File: src/rtl/ibex_pkg.sv
// ---------------------------------------------------------------------------
// ibex_pkg
// Shared types and helpers for the LSU response unit.
//   lsu_resp_state_e : FSM states of the response unit
//   LSU_TYPE_*       : access size encoding on lsu_type_i (2'b11 behaves as word)
//   lsu_misaligned   : alignment check for an access type and address LSBs
//   lsu_be           : byte enables for an access type and address LSBs
//   lsu_wdata        : store data replicated across the bus lanes
// ---------------------------------------------------------------------------
package ibex_pkg;

   typedef enum logic [1:0] {
      IDLE        = 2'd0,
      WAIT_GNT    = 2'd1,
      WAIT_RVALID = 2'd2,
      ERR_RESP    = 2'd3
   } lsu_resp_state_e;

   localparam logic [1:0] LSU_TYPE_WORD = 2'b00;
   localparam logic [1:0] LSU_TYPE_HALF = 2'b01;
   localparam logic [1:0] LSU_TYPE_BYTE = 2'b10;

   // Half-words need an even address, words (and the word alias) a 4-byte aligned one.
   function automatic logic lsu_misaligned(input logic [1:0] lsu_type, input logic [1:0] addr_lo);
      logic mis;
      case (lsu_type)
         LSU_TYPE_HALF: mis = addr_lo[0];
         LSU_TYPE_BYTE: mis = 1'b0;
         default:       mis = (addr_lo != 2'b00);
      endcase
      return mis;
   endfunction

   function automatic logic [3:0] lsu_be(input logic [1:0] lsu_type, input logic [1:0] addr_lo);
      logic [3:0] be;
      case (lsu_type)
         LSU_TYPE_HALF: be = 4'b0011 << {addr_lo[1], 1'b0};
         LSU_TYPE_BYTE: be = 4'b0001 << addr_lo;
         default:       be = 4'b1111;
      endcase
      return be;
   endfunction

   // Replicating the LSB-aligned data means the lane picked by the BE always carries it.
   function automatic logic [31:0] lsu_wdata(input logic [1:0] lsu_type, input logic [31:0] wdata);
      logic [31:0] wd;
      case (lsu_type)
         LSU_TYPE_HALF: wd = {2{wdata[15:0]}};
         LSU_TYPE_BYTE: wd = {4{wdata[7:0]}};
         default:       wd = wdata;
      endcase
      return wd;
   endfunction

endpackage

File: src/rtl/ibex_lsu_load_fmt.sv
// ---------------------------------------------------------------------------
// ibex_lsu_load_fmt
// Combinational load-data formatter: shifts the addressed bytes of the bus word
// down to bit 0 and sign- or zero-extends them to 32 bits.
//   rdata     in  32  raw bus read data
//   offset    in  2   byte offset of the access within the word
//   lsu_type  in  2   access size (word/half/byte)
//   sign_ext  in  1   1: sign-extend, 0: zero-extend
//   load_data out 32  formatted load result
// ---------------------------------------------------------------------------
module ibex_lsu_load_fmt
   import ibex_pkg::*;
(
   input  logic [31:0] rdata,
   input  logic [1:0]  offset,
   input  logic [1:0]  lsu_type,
   input  logic        sign_ext,
   output logic [31:0] load_data
);

   logic [31:0] shifted_s;

   // Align the selected bytes to bit 0, then extend according to size and signedness.
   always_comb begin
      shifted_s = rdata >> {offset, 3'b000};
      case (lsu_type)
         LSU_TYPE_HALF: begin
            if (sign_ext) begin
               load_data = {{16{shifted_s[15]}}, shifted_s[15:0]};
            end else begin
               load_data = {16'h0000, shifted_s[15:0]};
            end
         end
         LSU_TYPE_BYTE: begin
            if (sign_ext) begin
               load_data = {{24{shifted_s[7]}}, shifted_s[7:0]};
            end else begin
               load_data = {24'h000000, shifted_s[7:0]};
            end
         end
         default: load_data = shifted_s;
      endcase
   end

endmodule

File: src/rtl/ibex_lsu_resp_unit.sv
// ---------------------------------------------------------------------------
// ibex_lsu_resp_unit
// Producer side of the LSU response path. Takes one load/store at a time from
// ID/EX, runs the req/gnt + rvalid bus handshake, and hands a single response
// (valid/err plus formatted load data and RF write enable) to writeback.
// A new access may be accepted in the rvalid cycle of the previous one.
//   lsu_req_*/lsu_we/type/sign_ext/addr/wdata : access from ID/EX
//   data_*                                    : data bus (req/gnt, rvalid/err/rdata)
//   lsu_resp_valid/err, rf_we_lsu, rf_wdata   : response to writeback
//   busy_o                                    : an access is in flight
// Parameters: ResetAll clears the datapath registers on reset as well;
// GntTimeout > 0 aborts an ungranted request with an error after that many cycles.
// ---------------------------------------------------------------------------
module ibex_lsu_resp_unit
   import ibex_pkg::*;
#(
   parameter bit          ResetAll   = 1'b0,
   parameter int unsigned GntTimeout = 0
) (
   input  logic        clk_i,
   input  logic        rst_ni,
   input  logic        lsu_req_i,
   output logic        lsu_req_ready_o,
   input  logic        lsu_we_i,
   input  logic [1:0]  lsu_type_i,
   input  logic        lsu_sign_ext_i,
   input  logic [31:0] lsu_addr_i,
   input  logic [31:0] lsu_wdata_i,
   output logic        data_req_o,
   input  logic        data_gnt_i,
   output logic [31:0] data_addr_o,
   output logic        data_we_o,
   output logic [3:0]  data_be_o,
   output logic [31:0] data_wdata_o,
   input  logic        data_rvalid_i,
   input  logic        data_err_i,
   input  logic [31:0] data_rdata_i,
   output logic        lsu_resp_valid_o,
   output logic        lsu_resp_err_o,
   output logic        rf_we_lsu_o,
   output logic [31:0] rf_wdata_lsu_o,
   output logic        busy_o
);

   localparam int unsigned CntW = 16;

   lsu_resp_state_e state_r;
   logic [CntW-1:0] cnt_r;
   logic [31:0]     addr_r;
   logic [31:0]     wdata_r;
   logic [3:0]      be_r;
   logic [1:0]      type_r;
   logic [1:0]      offset_r;
   logic            we_r;
   logic            sign_r;

   logic            accept_s;
   logic            misaligned_s;
   logic            timeout_hit_s;
   logic            rvalid_hit_s;
   logic [31:0]     load_data_s;

   // Handshake qualifiers: ready, acceptance, alignment and grant-timeout detection.
   always_comb begin
      rvalid_hit_s    = (state_r == WAIT_RVALID) & data_rvalid_i;
      lsu_req_ready_o = (state_r == IDLE) | (state_r == ERR_RESP) | rvalid_hit_s;
      accept_s        = lsu_req_i & lsu_req_ready_o;
      misaligned_s    = lsu_misaligned(lsu_type_i, lsu_addr_i[1:0]);
      if (GntTimeout != 0) begin
         timeout_hit_s = (cnt_r == CntW'(GntTimeout - 1));
      end else begin
         timeout_hit_s = 1'b0;
      end
   end

   // Access FSM and grant-wait counter; a new accept overrides the current state's exit.
   always_ff @(posedge clk_i) begin
      if (!rst_ni) begin
         state_r <= IDLE;
         cnt_r   <= '0;
      end else if (accept_s) begin
         state_r <= misaligned_s ? ERR_RESP : WAIT_GNT;
         cnt_r   <= '0;
      end else begin
         case (state_r)
            IDLE: begin
               state_r <= IDLE;
               cnt_r   <= '0;
            end
            WAIT_GNT: begin
               // A grant arriving in the limit cycle still wins over the timeout.
               if (data_gnt_i) begin
                  state_r <= WAIT_RVALID;
                  cnt_r   <= '0;
               end else if (timeout_hit_s) begin
                  state_r <= ERR_RESP;
                  cnt_r   <= '0;
               end else begin
                  state_r <= WAIT_GNT;
                  cnt_r   <= cnt_r + {{(CntW-1){1'b0}}, 1'b1};
               end
            end
            WAIT_RVALID: begin
               state_r <= data_rvalid_i ? IDLE : WAIT_RVALID;
               cnt_r   <= '0;
            end
            ERR_RESP: begin
               state_r <= IDLE;
               cnt_r   <= '0;
            end
            default: begin
               state_r <= IDLE;
               cnt_r   <= '0;
            end
         endcase
      end
   end

   // Capture the accepted access; these only need clearing when ResetAll is set.
   always_ff @(posedge clk_i) begin
      if (!rst_ni && ResetAll) begin
         addr_r   <= 32'h0000_0000;
         wdata_r  <= 32'h0000_0000;
         be_r     <= 4'b0000;
         type_r   <= 2'b00;
         offset_r <= 2'b00;
         we_r     <= 1'b0;
         sign_r   <= 1'b0;
      end else if (rst_ni && accept_s) begin
         addr_r   <= {lsu_addr_i[31:2], 2'b00};
         wdata_r  <= lsu_wdata(lsu_type_i, lsu_wdata_i);
         be_r     <= lsu_be(lsu_type_i, lsu_addr_i[1:0]);
         type_r   <= lsu_type_i;
         offset_r <= lsu_addr_i[1:0];
         we_r     <= lsu_we_i;
         sign_r   <= lsu_sign_ext_i;
      end
   end

   ibex_lsu_load_fmt u_load_fmt (
      .rdata     (data_rdata_i),
      .offset    (offset_r),
      .lsu_type  (type_r),
      .sign_ext  (sign_r),
      .load_data (load_data_s)
   );

   // Bus fields are zeroed outside WAIT_GNT so nothing stale is presented after reset.
   always_comb begin
      data_req_o       = (state_r == WAIT_GNT);
      data_addr_o      = data_req_o ? addr_r  : 32'h0000_0000;
      data_wdata_o     = data_req_o ? wdata_r : 32'h0000_0000;
      data_be_o        = data_req_o ? be_r    : 4'b0000;
      data_we_o        = data_req_o & we_r;
      lsu_resp_valid_o = rvalid_hit_s | (state_r == ERR_RESP);
      lsu_resp_err_o   = (state_r == ERR_RESP) | (rvalid_hit_s & data_err_i);
      rf_we_lsu_o      = lsu_resp_valid_o & ~we_r & ~lsu_resp_err_o;
      rf_wdata_lsu_o   = rf_we_lsu_o ? load_data_s : 32'h0000_0000;
      busy_o           = (state_r != IDLE);
   end

endmodule
File: config.mk
export PLATFORM = sky130hd
export DESIGN_NAME = ibex_lsu_resp_unit
export DESIGN_NICKNAME = d
export VERILOG_FILES = /design/src/rtl/ibex_pkg.sv /design/src/rtl/ibex_lsu_load_fmt.sv /design/src/rtl/ibex_lsu_resp_unit.sv
export SDC_FILE = /design/constraint.sdc
export NUM_CORES = 1
export LEC_CHECK = 0
export BUFFER_PORTS_ARGS = -buffer_cell sky130_fd_sc_hd__buf_2
export CAP_MARGIN = 15
export CELL_PAD_IN_SITES_DETAIL_PLACEMENT = 1
export CELL_PAD_IN_SITES_GLOBAL_PLACEMENT = 2
export CORE_MARGIN = 2
export CORE_UTILIZATION = 29
export DETAILED_ROUTE_END_ITERATION = 16
export PLACE_DENSITY_LB_ADDON = 0.25
export SLEW_MARGIN = 20
export SYNTH_ARGS = -nofsm -noshare
export SYNTH_HDL_FRONTEND = slang
export SYNTH_HIERARCHICAL = 1
export SYNTH_SLANG_ARGS = --single-unit
File: constraint.sdc
create_clock -name clk_i -period 8.92 [get_ports clk_i]
set_clock_uncertainty 0.15 [all_clocks]
set_input_delay 1.338 -clock clk_i [delete_from_list [all_inputs] [get_ports clk_i]]
set_output_delay 1.338 -clock clk_i [all_outputs]
set_load 0.03 [all_outputs]
After elaboration in Yosys (flattened, before gate mapping)
Cells that the tools add are included.

Logic and storage cells: 50. Output and inout port bits: 107. Bits in registers: 74.

Equal/unequal tests: 7. Multiplexer cells: 15. Bitwise operators: 12. Reductions and logical operators: 5. Shift operators: 3.

Operators with widths (count): $mux 32 (5); $pmux 32 s2 (2); $shr 32x5->32 (1); $eq 2x2->1 const B (4); $mux 2 (4); $pmux 4 s2 (1); $and 1x1->1 (6); $eq 2x1->1 const B (3); $pmux 2 s3 (1); $mux 4 (1); $or 1x1->1 (4); $reduce_bool 2->1 (2); $shl 1x2->4 const A (1); $shl 2x2->4 const A (1); $logic_not 2->1 (1); $not 1->1 (2); $pmux 1 s2 (1); $reduce_or 2->1 (1); $logic_and 1x1->1 (1).

Depth between registers and ports, before layout
Word-level depth: 7. Mapped depth: 7.

Modules after synthesis
The synthesis kept the hierarchy.

Modules (own cells, without submodules): ibex_lsu_resp_unit (times used 1, area each 3539.6 µm², cells an instance 289, sequential area each 2202.1 µm²); ibex_lsu_load_fmt (times used 1, area each 773.2 µm², cells an instance 110, sequential area each 0.0 µm²).

Least setup slack after synthesis
Ideal clock, no wire load.

Path type: input-to-reg. Start point: input port data_rvalid_i. End point: register addr_r[10], enable pin. Path slack: 3.568 ns. Library setup time: 0.502 ns. Stages on the path: 3. Buffers on the path: 0. Data arrival time: 4.700 ns. Data required time: 8.268 ns. Cells stage by stage: a21bo_2 > nand2_1 > nor2_1.

Longest elaborated chain between the ends: 4.

RTL lines: from (decl) (RTL line ibex_lsu_resp_unit.sv:35) `input logic data_rvalid_i,`; $and 1x1->1 (RTL line ibex_lsu_resp_unit.sv:65) `rvalid_hit_s = (state_r == WAIT_RVALID) & data_rvalid_i;`; $or 1x1->1 (RTL line ibex_lsu_resp_unit.sv:66) `lsu_req_ready_o = (state_r == IDLE) | (state_r == ERR_RESP) | rvalid_hit_s;`; $and 1x1->1 (RTL line ibex_lsu_resp_unit.sv:67) `accept_s = lsu_req_i & lsu_req_ready_o;`; $logic_and 1x1->1 (RTL line ibex_lsu_resp_unit.sv:129) `end else if (rst_ni && accept_s) begin`; to (signal assigned) (RTL line ibex_lsu_resp_unit.sv:130) `addr_r <= {lsu_addr_i[31:2], 2'b00};`; to (decl) (RTL line ibex_lsu_resp_unit.sv:49) `logic [31:0] addr_r;`.

Every way passes these cells. A chain may end at the register's enable or synchronous reset.

Worst setup path after layout
Start point: input port data_rdata_i[31]. End point: output port rf_wdata_lsu_o[25].

Longest elaborated chain between the ends: 4.

RTL lines: from (decl) (RTL line ibex_lsu_resp_unit.sv:37) `input logic [31:0] data_rdata_i,`; $shr 32x5->32 * (RTL line ibex_lsu_load_fmt.sv:25) `shifted_s = rdata >> {offset, 3'b000};`; $mux 32, on equally long branches (RTL line ibex_lsu_load_fmt.sv:35, ibex_lsu_load_fmt.sv:28); $pmux 32 s2 * (RTL line ibex_lsu_load_fmt.sv:26) `case (lsu_type)`; named net load_data_s[25] (RTL line ibex_lsu_resp_unit.sv:61) `logic [31:0] load_data_s;`; $mux 32 * (RTL line ibex_lsu_resp_unit.sv:158) `rf_wdata_lsu_o = rf_we_lsu_o ? load_data_s : 32'h0000_0000;`; to (decl) (RTL line ibex_lsu_resp_unit.sv:41) `output logic [31:0] rf_wdata_lsu_o,`.

Mark *: on every way through the listed nets, which the timed path passes. The rest lies on a longest branch.

==> load_flow_metrics.sql <==
INSERT INTO impl_metrics (metric_group, metric, value, unit) VALUES
('timing', 'tns_setup', '0', 'ns'),
('critical_path', 'crit_arrival', '2.81', 'ns'),
('clock_tree', 'post_cts.resized_instances', '0', ''),
('cells_and_area', 'post_layout_utilization_of_the_core', '0.396', ''),
('timing', 'timing.final.setup_violations', '0', ''),
('placed_design', 'routabilityCongestion', '0.835', ''),
('cells_and_area', 'final-seq-area', '2200', 'um^2'),
('clock_tree', 'clk_path_buf_depth', '2', ''),
('global_route', 'wire_length_of_the_first_global_routing_pass', '19.5', 'mm'),
('critical_path', 'required', '7.43', 'ns'),
('timing', 'grt_setup_unrepaired', 'no', ''),
('synth', 'post-synth-top-count-cell', 'and2_1', ''),
('synth', 'yosys_synthesis_warning_count', '6', ''),
('power_and_ir_drop', 'static-leakage-power', '2.67', 'nW'),
('clock_tree', 'clk_root_buffer_cell', 'clkbuf_16', ''),
('flow_run', 'cap_viol_max_count', '0', ''),
('synth', 'synthDominantAreaCellType', 'edfxtp_1', ''),
('clock_tree', 'tritoncts.num_buffers', '9', ''),
('detailed_routing', 'viasPerCell', '4.64', ''),
('cells_and_area', 'n_antenna_cell', '0', ''),
('global_route', 'number_of_antenna_violations_at_the_first_check_in_global_routing', '0', ''),
('timing', 'highest_attainable_clock_frequency', '0.233', 'GHz'),
('cells_and_area', 'layout-drive-gt1-share', '0.410', ''),
('synth', 'post_synth_main_area_contributors', 'edfxtp_1, and2_1, nand2_1', ''),
('floorplanning', 'die_area', '15900', 'um^2'),
('critical_path', 'startpoint_type_of_the_worst_setup_path', 'input pin', ''),
('synth', 'async_flop_share', '0', ''),
('power_and_ir_drop', 'power.ir.vdd_worst', '0.110', 'mV'),
('synth', 'syn_avg_cell_area', '10.8', 'um^2'),
('clock_tree', 'tritoncts_clock_tree', 'yes', ''),
('timing', 'timing.final.ws_setup', '4.63', 'ns'),
('critical_path', 'setup.worst_path.end_class', 'output pin', ''),
('synth', 'seq_area_frac_synth', '0.511', ''),
('floorplanning', 'die_h', '126', 'um'),
('detailed_routing', 'wl_per_cell', '16.0', 'um'),
('detailed_routing', 'drt_pass1_iterations', '4', ''),
('clock_tree', 'number_of_buffers_inserted_for_hold_repair_after_clock_tree_synthesis', '0', ''),
('placed_design', 'place_hpwl', '9.28', 'mm'),
('placed_design', 'preCtsSetupSlack', '4.62', 'ns'),
('synth', 'syn-cell-area', '4310', 'um^2'),
('timing', 'timing_worst_slew_pin_value', '0.972', 'ns'),
('global_route', 'grt_start_max_net_pins', '73', ''),
('detailed_routing', 'drcViolationCount', '0', ''),
('floorplanning', 'core_region_area', '14500', 'um^2'),
('clock_tree', 'clock_sinks', '74', ''),
('clock_tree', 'cts_setup_buffers', '0', ''),
('global_route', 'track_usage', '0.156', ''),
('cells_and_area', 'fillers', '1733', ''),
('global_route', 'first_global_vias', '3642', ''),
('timing', 'final_min_period_over_clock_period', '0.481', ''),
('detailed_routing', 'detailroute.via_count', '3625', ''),
('power_and_ir_drop', 'design_power_total', '1.03', 'mW'),
('synth', 'synth-seq-cells', '74', ''),
('clock_tree', 'worst_skew_pair.late_latency', '0.34', 'ns'),
('synth', 'yosysUniqueCellTypes', '37', ''),
('run_status', 'run_status', 'completed', ''),
('hold_path', 'hold_path_class', 'reg -> reg', ''),
('synth', 'synth_cells', '399', ''),
('power_and_ir_drop', 'power-per-cell-area', '180', 'nW/um^2'),
('synth', 'synth_largest_type_area_fraction', '0.501', ''),
('cells_and_area', 'area_growth', '33.3', '%'),
('detailed_routing', 'initialDrtViolationCount', '136', ''),
('timing', 'timing_max_transition_violations_final', '0', ''),
('floorplanning', 'rows', '44', ''),
('floorplanning', 'initial_utilization', '0.297', ''),
('timing', 'timing.final.crit_period', '4.29', 'ns'),
('detailed_routing', 'antenna_violating_nets_post_route', '0', ''),
('synth', 'synth_edf_count', '72', ''),
('clock_tree', 'clk_pin_slew', '0.06', 'ns'),
('timing', 'maxSlewHeadroom', '0.352', ''),
('detailed_routing', 'wl', '12.5', 'mm'),
('floorplanning', 'num_io_pins', '213', ''),
('synth', 'synth_flop_cell', 'edfxtp_1', ''),
('synth', 'post_synth_most_frequent_cells', 'and2_1, edfxtp_1, nand2_1', ''),
('clock_tree', 'cts_htree_levels', '3', ''),
('cells_and_area', 'nNetsFinal', '707', ''),
('global_route', 'grt_overflow_total', '0', ''),
('critical_path', 'crit_fanout', '24', ''),
('placed_design', 'io_buffers', '210', ''),
('cells_and_area', 'area_of_the_multi_input_gates', '1900', 'um^2'),
('timing', 'hold_violations', '0', ''),
('critical_path', 'timing.setup.critical_path_class', 'in -> out', ''),
('floorplanning', 'dieWidth', '126', 'um');
power breakdown:
group,switching [mW],total (mW),internal (mW)
Combinational,0.153,0.234,0.0809
Clock,0.136,0.377,0.241
Sequential,0.00793,0.424,0.416
Total,0.297,1.03,0.738
cell usage in the layout, fill, tap and decap left out, types with 2 or more instances in the layout:
master	instances
clkbuf_16	9
buf_2	210
ha_2	2
buf_4	3
o21bai_1	2
ha_1	7
o211ai_1	16
a22o_1	8
mux2_2	8
a2bb2oi_1	6
a21oi_1	2
nor2b_1	5
mux2i_1	15
bufinv_16	2
nand2b_1	4
nor2_1	2
o21ai_0	33
inv_1	9
and2_1	99
edfxtp_1	72
nand2_1	51
clkinv_1	3
dfxtp_1	2
a22oi_1	8
conb_1	2
o21a_1	2
path summary, 6_finish.rpt:
kind                                       startpoint                    end  slack [ns]  cells after the start
worst max register to register  state_r[0]$_SDFF_PN0_   addr_r[19]$_DFFE_PP_        6.44                      6
worst min register to register  state_r[0]$_SDFF_PN0_  state_r[0]$_SDFF_PN0_        0.61                      3
worst max-delay path                 data_rdata_i[31]     rf_wdata_lsu_o[25]        4.63                      6
worst min-delay path            state_r[0]$_SDFF_PN0_  state_r[0]$_SDFF_PN0_        0.61                      3
critical path: stages:
cell and delay [ns]:
buf_2 0.12, mux4_2 0.50, nand3_2 0.35, o211ai_1 0.16, and2_1 0.16, buf_2 0.17
layer usage:
metal / vias to the layer above / GRT usage / routed length (um)
li1: 1786 / - / -
met5: - / 0 / 0
met1: 1703 / 0.191 / 5240
met3: 10 / 0.0540 / 908
met2: 126 / 0.259 / 6160
met4: 0 / 0.0498 / 149
state kept, by name (all words and copies together), names as in the netlist:
register	cells
addr_r	30
be_r	4
offset_r	2
sign_r	1
state_r	2
type_r	2
wdata_r	32
we_r	1
final cells by class:
cell class                      instances  share of cell area
Clock inverter                          7              0.0146
Clock buffer                            9              0.0392
Multi-Input combinational cell        285               0.331
Tap cell                              184              0.0400
Timing Repair Buffer                  213               0.187
Sequential cell                        74               0.383
Inverter                                9             0.00587
per-stage QoR:
stage          std cells  hold WS [ns]  instance area (um^2)
2_1_floorplan        400         0.553                  4320
3_3_place_gp         764         0.601                  5430
3_5_place_dp         765         0.605                  5440
4_1_cts              781         0.614                  5750
5_1_grt              781         0.640                  5750
6_report             781         0.607                  5750
logic make-up after synthesis:
family                   after synthesis  share of synthesized area
AO/OA/AOI/OAI                         82                      0.131
multiplexers                          24                     0.0609
flip-flops                            74                      0.511
buffers and inverters                 41                     0.0522
other                                  1                   0.000869
AND/OR/NAND/NOR                      168                      0.218
adder cells (fa/ha/maj)                9                     0.0261
(Power assumes the default switching activity.)
